### src/rtl/cpu_defs.sv
// cpu_defs -- shared CPU front-end definitions.
//   fetch_entry_t  : one fetched instruction as carried from fetch to decode
//   DISPATCH_DEPTH : default entry count of the decode dispatch queue
package cpu_defs;

  localparam int DISPATCH_DEPTH = 8;

  typedef struct packed {
    logic [31:0] pc;
    logic [31:0] instr;
    logic        is_cf;    // branch/jump with an architectural delay slot
    logic        is_priv;  // privileged op (e.g. MTC0); must issue alone
  } fetch_entry_t;

endpackage

### src/rtl/decode_dispatch_if.sv
// decode_dispatch_if -- fetch-side push bus and decoder-side issue bus of the
// decode dispatch queue, plus flush and occupancy.
//   slave  : the dispatch queue (takes pushes, offers issues)
//   master : the surrounding front end / backend
// Params: DEPTH (queue entries, sizes occupancy).
interface decode_dispatch_if
  import cpu_defs::*;
#(
  parameter int DEPTH = DISPATCH_DEPTH
) ();

  logic                     flush;
  logic [1:0]               push_valid;
  fetch_entry_t [1:0]       push_entry;
  logic                     push_ready;
  logic [1:0]               issue_valid;
  fetch_entry_t [1:0]       issue_entry;
  logic [1:0]               issue_ready;
  logic [$clog2(DEPTH):0]   occupancy;

  modport slave (
    input  flush, push_valid, push_entry, issue_ready,
    output push_ready, issue_valid, issue_entry, occupancy
  );

  modport master (
    output flush, push_valid, push_entry, issue_ready,
    input  push_ready, issue_valid, issue_entry, occupancy
  );

endinterface

### src/rtl/dispatch_fifo.sv
// dispatch_fifo -- circular storage for the dispatch queue.
// 2-wide push at tail, 0/1/2 pop at head, synchronous flush.
// Ports:
//   clk, rst_n    : clock, async active-low reset
//   flush         : empty the queue next cycle (push/pop ignored)
//   push_en[1:0]  : slot write enables (slot1 only with slot0), pre-qualified
//   push_entry    : slot data, slot0 written at tail, slot1 at tail+1
//   pop_cnt       : entries retired from head this cycle (<= count)
//   head_entry    : [0] = head, [1] = head+1
//   count         : current entry count
module dispatch_fifo
  import cpu_defs::*;
#(
  parameter int DEPTH = DISPATCH_DEPTH
) (
  input  logic                     clk,
  input  logic                     rst_n,
  input  logic                     flush,
  input  logic [1:0]               push_en,
  input  fetch_entry_t [1:0]       push_entry,
  input  logic [1:0]               pop_cnt,
  output fetch_entry_t [1:0]       head_entry,
  output logic [$clog2(DEPTH):0]   count
);

  localparam int AW = $clog2(DEPTH);
  localparam int CW = AW + 1;

  fetch_entry_t  mem [DEPTH];
  logic [AW-1:0] head, tail, head_nx, tail_nx;
  logic [1:0]    push_cnt;

  // pointers wrap for free since DEPTH is a power of two
  assign head_nx  = head + AW'(1);
  assign tail_nx  = tail + AW'(1);
  assign push_cnt = {1'b0, push_en[0]} + {1'b0, push_en[1]};

  assign head_entry[0] = mem[head];
  assign head_entry[1] = mem[head_nx];

  always_ff @(posedge clk or negedge rst_n) begin
    if (!rst_n) begin
      head  <= '0;
      tail  <= '0;
      count <= '0;
      // storage is cleared so the offered entries read as zero out of reset
      for (int i = 0; i < DEPTH; i++) mem[i] <= '0;
    end else if (flush) begin
      head  <= '0;
      tail  <= '0;
      count <= '0;
    end else begin
      if (push_en[0]) mem[tail]    <= push_entry[0];
      if (push_en[1]) mem[tail_nx] <= push_entry[1];
      tail  <= tail + AW'(push_cnt);
      head  <= head + AW'(pop_cnt);
      count <= count + CW'(push_cnt) - CW'(pop_cnt);
    end
  end

endmodule

### src/rtl/decode_dispatch.sv
// decode_dispatch -- instruction queue between fetch and the two decoders.
// Fetch pushes up to two entries per cycle; the head of the queue is offered
// combinationally to decoder lane0 (head) and lane1 (head+1).
// Ports:
//   clk, rst_n : clock, async active-low reset
//   bus        : decode_dispatch_if.slave (flush, push_*, issue_*, occupancy)
// Params: DEPTH (power of two, >= 4).
// Config macro: DECODE_DUAL_ISSUE_EN
//   defined   -> lane1 may issue; a control-flow head waits for its delay
//                slot and both retire together; privileged ops issue alone
//   undefined -> single issue on lane0 only, control flow included (its
//                delay slot follows next cycle); lane1 never valid
module decode_dispatch
  import cpu_defs::*;
#(
  parameter int DEPTH = DISPATCH_DEPTH
) (
  input logic               clk,
  input logic               rst_n,
  decode_dispatch_if.slave  bus
);

  localparam int CW = $clog2(DEPTH) + 1;
  // push_ready needs room for a full 2-wide push, judged on pre-pop count
  localparam logic [CW-1:0] PUSH_MAX = CW'(DEPTH - 2);

  fetch_entry_t [1:0] head_e;
  logic [CW-1:0]      count;
  logic [1:0]         push_en;
  logic [1:0]         pop_cnt;
  logic               v0, v1;
  logic               has1, has2;

  dispatch_fifo #(.DEPTH(DEPTH)) u_fifo (
    .clk        (clk),
    .rst_n      (rst_n),
    .flush      (bus.flush),
    .push_en    (push_en),
    .push_entry (bus.push_entry),
    .pop_cnt    (pop_cnt),
    .head_entry (head_e),
    .count      (count)
  );

  assign bus.push_ready = (count <= PUSH_MAX);
  assign push_en[0]     = bus.push_valid[0] & bus.push_ready & ~bus.flush;
  assign push_en[1]     = bus.push_valid[1] & push_en[0];

  assign has1 = (count != '0);
  assign has2 = (count >= CW'(2));

`ifdef DECODE_DUAL_ISSUE_EN
  logic paired;

  always_comb begin
    paired  = head_e[0].is_cf;
    // a branch at head is held until its delay slot is also queued
    v0      = ~bus.flush & has1 & ~(paired & ~has2);
    // the delay slot of a paired head may itself be control flow
    v1      = ~bus.flush & has2 & ~head_e[0].is_priv & ~head_e[1].is_priv
              & (paired | ~head_e[1].is_cf);
    pop_cnt = 2'd0;
    if (paired) begin
      // branch and delay slot leave as one unit or not at all
      if (v1 & bus.issue_ready[0] & bus.issue_ready[1]) pop_cnt = 2'd2;
    end else begin
      pop_cnt = {1'b0, v0 & bus.issue_ready[0]}
              + {1'b0, v1 & bus.issue_ready[0] & bus.issue_ready[1]};
    end
  end
`else
  logic unused_lane1;
  assign unused_lane1 = bus.issue_ready[1];

  always_comb begin
    v0      = ~bus.flush & has1;
    v1      = 1'b0;
    pop_cnt = {1'b0, v0 & bus.issue_ready[0]};
  end
`endif

  assign bus.issue_valid = {v1, v0};
  assign bus.issue_entry = head_e;
  assign bus.occupancy   = count;

endmodule

### src/flat_wrapper.sv
// flat-port wrapper written by rule: the top's interface ports become plain ports
module decode_dispatch_flat import cpu_defs::*;
#(
  parameter int DEPTH = DISPATCH_DEPTH
)
  (clk, rst_n, bus_flush, bus_push_valid, bus_push_entry, bus_issue_ready, bus_push_ready, bus_issue_valid, bus_issue_entry, bus_occupancy);
  decode_dispatch_if #(.DEPTH(DEPTH)) bus_i ();
  input logic clk;
  input logic rst_n;
  input wire logic [$bits(bus_i.flush)-1:0] bus_flush;
  input wire logic [$bits(bus_i.push_valid)-1:0] bus_push_valid;
  input wire logic [$bits(bus_i.push_entry)-1:0] bus_push_entry;
  input wire logic [$bits(bus_i.issue_ready)-1:0] bus_issue_ready;
  output wire logic [$bits(bus_i.push_ready)-1:0] bus_push_ready;
  output wire logic [$bits(bus_i.issue_valid)-1:0] bus_issue_valid;
  output wire logic [$bits(bus_i.issue_entry)-1:0] bus_issue_entry;
  output wire logic [$bits(bus_i.occupancy)-1:0] bus_occupancy;
  assign bus_i.flush = bus_flush;
  assign bus_i.push_valid = bus_push_valid;
  assign bus_i.push_entry = bus_push_entry;
  assign bus_i.issue_ready = bus_issue_ready;
  assign bus_push_ready = bus_i.push_ready;
  assign bus_issue_valid = bus_i.issue_valid;
  assign bus_issue_entry = bus_i.issue_entry;
  assign bus_occupancy = bus_i.occupancy;
  decode_dispatch #(.DEPTH(DEPTH)) u_core (.clk(clk), .rst_n(rst_n), .bus(bus_i));
endmodule
### config.mk
export PLATFORM = sky130hd
export DESIGN_NAME = decode_dispatch_flat
export DESIGN_NICKNAME = d
export VERILOG_FILES = /design/src/rtl/cpu_defs.sv /design/src/rtl/decode_dispatch_if.sv /design/src/rtl/dispatch_fifo.sv /design/src/rtl/decode_dispatch.sv /design/src/flat_wrapper.sv
export SDC_FILE = /design/constraint.sdc
export NUM_CORES = 2
export LEC_CHECK = 0
export CORE_ASPECT_RATIO = 1.25
export CORE_MARGIN = 2
export CORE_UTILIZATION = 45
export CTS_CLUSTER_SIZE = 8
export DETAILED_ROUTE_END_ITERATION = 6
export PLACE_DENSITY = 0.71
export SLEW_MARGIN = 20
export SYNTH_ARGS = -nofsm -noshare
export SYNTH_HDL_FRONTEND = slang
export SYNTH_SLANG_ARGS = --single-unit
### constraint.sdc
create_clock -name clk -period 4 [get_ports clk]
set_clock_uncertainty 0.2 [all_clocks]
set_input_delay 0.8 -clock clk [delete_from_list [all_inputs] [get_ports clk]]
set_output_delay 0.8 -clock clk [all_outputs]
set_load 0.01 [all_outputs]
==> results.ini <==
[synth]
synthMuxAreaShare_pct=22.9
ys_seq_elements=538
synth-async-reset-ratio_pct=100
ys_top_cells_by_area=dfrtp_1 (41%), mux4_2 (18%), o32a_1 (12%)
synth_xor_area_share_pct=0.212
synth-adder-area-share_pct=0.586
synth_ff_type=dfrtp_1
yosysTopAreaCell=dfrtp_1
synth_top_family_by_area=compound AO/OA/AOI/OAI gates
synth_seq_area_share_pct=41.5
synth_top_area_share_pct=41.5
syn_area_um2=32500
synth_cell_types=42
synth-edff-count=0
synth-simple-area-share_pct=3.42
postSynthCellCount=2469
syn_nets=2622
synth_area_per_cell_um2=13.2
synth_compound_area_share_pct=26.2
yosysWarningCount=0

[drt]
ant_nets=0
via_per_inst=7.53
first_pass_iters=5
wl_per_cell_um=34.5
vias=26700
m1WireLength_um=43000
dr.max_layer_used=met5
drc=0
dr_wl_met3_um=12800
drt-total-wl_um=122000
wl_met2_um=59200
drt-initial-drc-count=3587

[layout]
area_growth_pct=20.4
fillCellCount=5847
seq_area_um2=13500
drive_above_1_share_pct=34.9
finalCoreUtilization_pct=54.5
fin_nets=2731
multi_input_area_um2=17600

[setup_path]
crit_required_ns=3.00
slowest_stage=dfrtp_4
critPathMaxStageDelay_ns=0.51
crit_chain=ha_4, buf_12, buf_12, buf_16, mux4_2, mux2_2, dlygate4sd2_1
critical_path_arrival_ns=2.98
reg2reg_from=u_core.u_fifo.tail[0]
cp-end-kind=primary output
path_max_fanout=7
cp_common_cell=buf_12
r2r_setup_slack_ns=0.77
r2r_end=u_core.u_fifo.mem[407]
rr_worst_depth=6
worstSetupPathType=reg2out
start_kind=flip-flop

[power]
total_leakage_power_nw=14.3
p_per_area_nw_per_um2=651
peakVddDrop_mv=0.372

[clock_network]
clk_latency_ns=0.62
cts_tree=done
cts.sinks=538
cts_buffers=77
htree_levels=3
clock_path_buffers=3
cts-root-buf=clkbuf_16
clk_pin_slew_ns=0.06

[timing]
worst-slew-pin-transition_ns=1.02
finalSetupViolations=0
final_max_slew_viol_count=0
hold_violations=6
period_share_pct=99.4
worst_hold_slack_ns=-0.0297
fin_crit_ns=3.98
clock.fmax_mhz=252
slew-limit-headroom_pct=31.9

[floorplanning]
ios=278
dieHeight_um=304
rows=110
coreArea_um2=71700
start_util_pct=45.3
dieArea_um2=74300
die_w_um=244

[global_routing]
grt.overflow.total=0
antenna_found_initial=17
grt_pass1_wl_um=182000
grt.total_usage_pct=32.5
first_global_vias=28000
grt_max_degree=113

[placement]
port_buffers=275
gp_congestion=0.852
dp_hpwl_um=67200

[worst_hold_path]
hold_path.class=in2async

[job]
drv_cap=0

[run_status]
failed_checks=negative hold slack
status=complete, but fails checks

==> critical path: cells and delay by family (launching register included) <==
family	cells	cell delay [ns]
adders and majority gates	1	0.32
buffers and inverters	4	0.71
DFF	1	0.51
muxes	2	0.80
==> placed cells by master (no fill, tap or decap), types with 10 or more instances in the layout <==
| cell type | instances |
|---|---|
| or2_1 | 10 |
| buf_12 | 47 |
| clkdlybuf4s50_1 | 179 |
| mux2_4 | 25 |
| o21a_1 | 394 |
| dlymetal6s2s_1 | 14 |
| mux2_2 | 107 |
| mux4_2 | 264 |
| o221a_1 | 19 |
| clkbuf_16 | 82 |
| buf_2 | 21 |
| o32a_1 | 394 |
| inv_1 | 11 |
| or2_2 | 103 |
| ha_1 | 11 |
| dlygate4sd2_1 | 39 |
| buf_6 | 15 |
| dfrtp_1 | 535 |
| o221a_2 | 115 |
| o21ai_4 | 12 |
| buf_4 | 69 |
| or2_0 | 21 |
| buf_16 | 14 |
==> report_power, final <==
group / total (W) / switching (W) / internal [W]
logic: 0.0107 / 0.00446 / 0.00624
registers: 0.00879 / 0.00153 / 0.00727
clock network: 0.00597 / 0.00246 / 0.00350
total: 0.0255 / 0.00845 / 0.0170
==> per-stage QoR <==
| step | TNS (ns) | worst slack, ns | cell area, um^2 | instances | total power [W] |
|---|---|---|---|---|---|
| finish | 0 | 0.0247 | 39100 | 3549 | 0.0255 |
| global route | -0.0137 | -0.00447 | 39100 | 3547 | 0.0264 |
| CTS | -3.99 | -0.168 | 38900 | 3529 | 0.0254 |
| detailed placement | 0 | 0.295 | 36300 | 3405 | 0.0192 |
| global placement | 0 | 0.304 | 36300 | 3405 | 0.0187 |
| floorplan | 0 | 0.883 | 32500 | 2469 | 0.0147 |
==> kinds of logic (layout without fill, tap and decap cells) <==
family | Yosys count | in the layout
compound gates | 939 | 939
xor+xnor | 7 | 7
fa+ha+maj | 14 | 14
buf+inv | 398 | 517
flops | 538 | 538
mux | 396 | 396
other cells | 1 | 10
simple gates | 176 | 176
==> how the worst max path moves through the flow <==
| stage | slack, ns | from | endpoint |
|---|---|---|---|
| CTS | -0.17 | u_core.u_fifo.head[0] | bus_issue_entry[70] |
| floorplan | 0.88 | u_core.u_fifo.head[0] | bus_issue_entry[100] |
| detailed placement | 0.29 | u_core.u_fifo.head[0] | bus_issue_entry[99] |
| global route | -0.004 | u_core.u_fifo.head[0] | bus_issue_entry[109] |
| finish | 0.02 | u_core.u_fifo.head[0] | bus_issue_entry[109] |
| global placement | 0.30 | u_core.u_fifo.head[0] | bus_issue_entry[99] |
==> timing repair <==
item,CTS,global route
hold buffers,0,0
setup endpoints to repair,132,64
cloned,9,3
gates resized for setup,238,40
setup buffers,26,11
pin swaps,0,1
==> cell type report <==
cell class	count	share of cell area, %
Antenna cell	9	0.0576
Clock buffer	85	5.14
Clock inverter	4	0.118
Inverter	11	0.106
Multi-Input combinational cell	1533	45.1
Sequential cell	538	34.5
Tap cell	952	3.05
Timing Repair Buffer	417	12.0
==> cell usage after synthesis, drive strengths merged, types with 3 or more instances <==
| master | count |
|---|---|
| and4bb | 3 |
| buf | 189 |
| clkbuf | 198 |
| dfrtp | 538 |
| ha | 12 |
| inv | 11 |
| mux2 | 132 |
| mux4 | 264 |
| nand2 | 6 |
| nand2b | 4 |
| nand3 | 4 |
| nand4 | 4 |
| nor2 | 8 |
| nor2b | 5 |
| o21a | 394 |
| o21ai | 12 |
| o221a | 134 |
| o32a | 394 |
| or2 | 134 |
| xnor2 | 4 |
| xor2 | 3 |
==> state kept, by name, indices dropped and copies added (netlist names) <==
name                 cells
u_core.u_fifo.mem      528
u_core.u_fifo.count      4
u_core.u_fifo.head       3
u_core.u_fifo.tail       3
==> metal layers <==
metal	vias to the layer above	GRT usage (%)
li1	10300	-
met1	13900	39.9
met2	2037	51.8
met3	465	7.05
met4	16	21.2
met5	-	0
(Power assumes the default switching activity.)
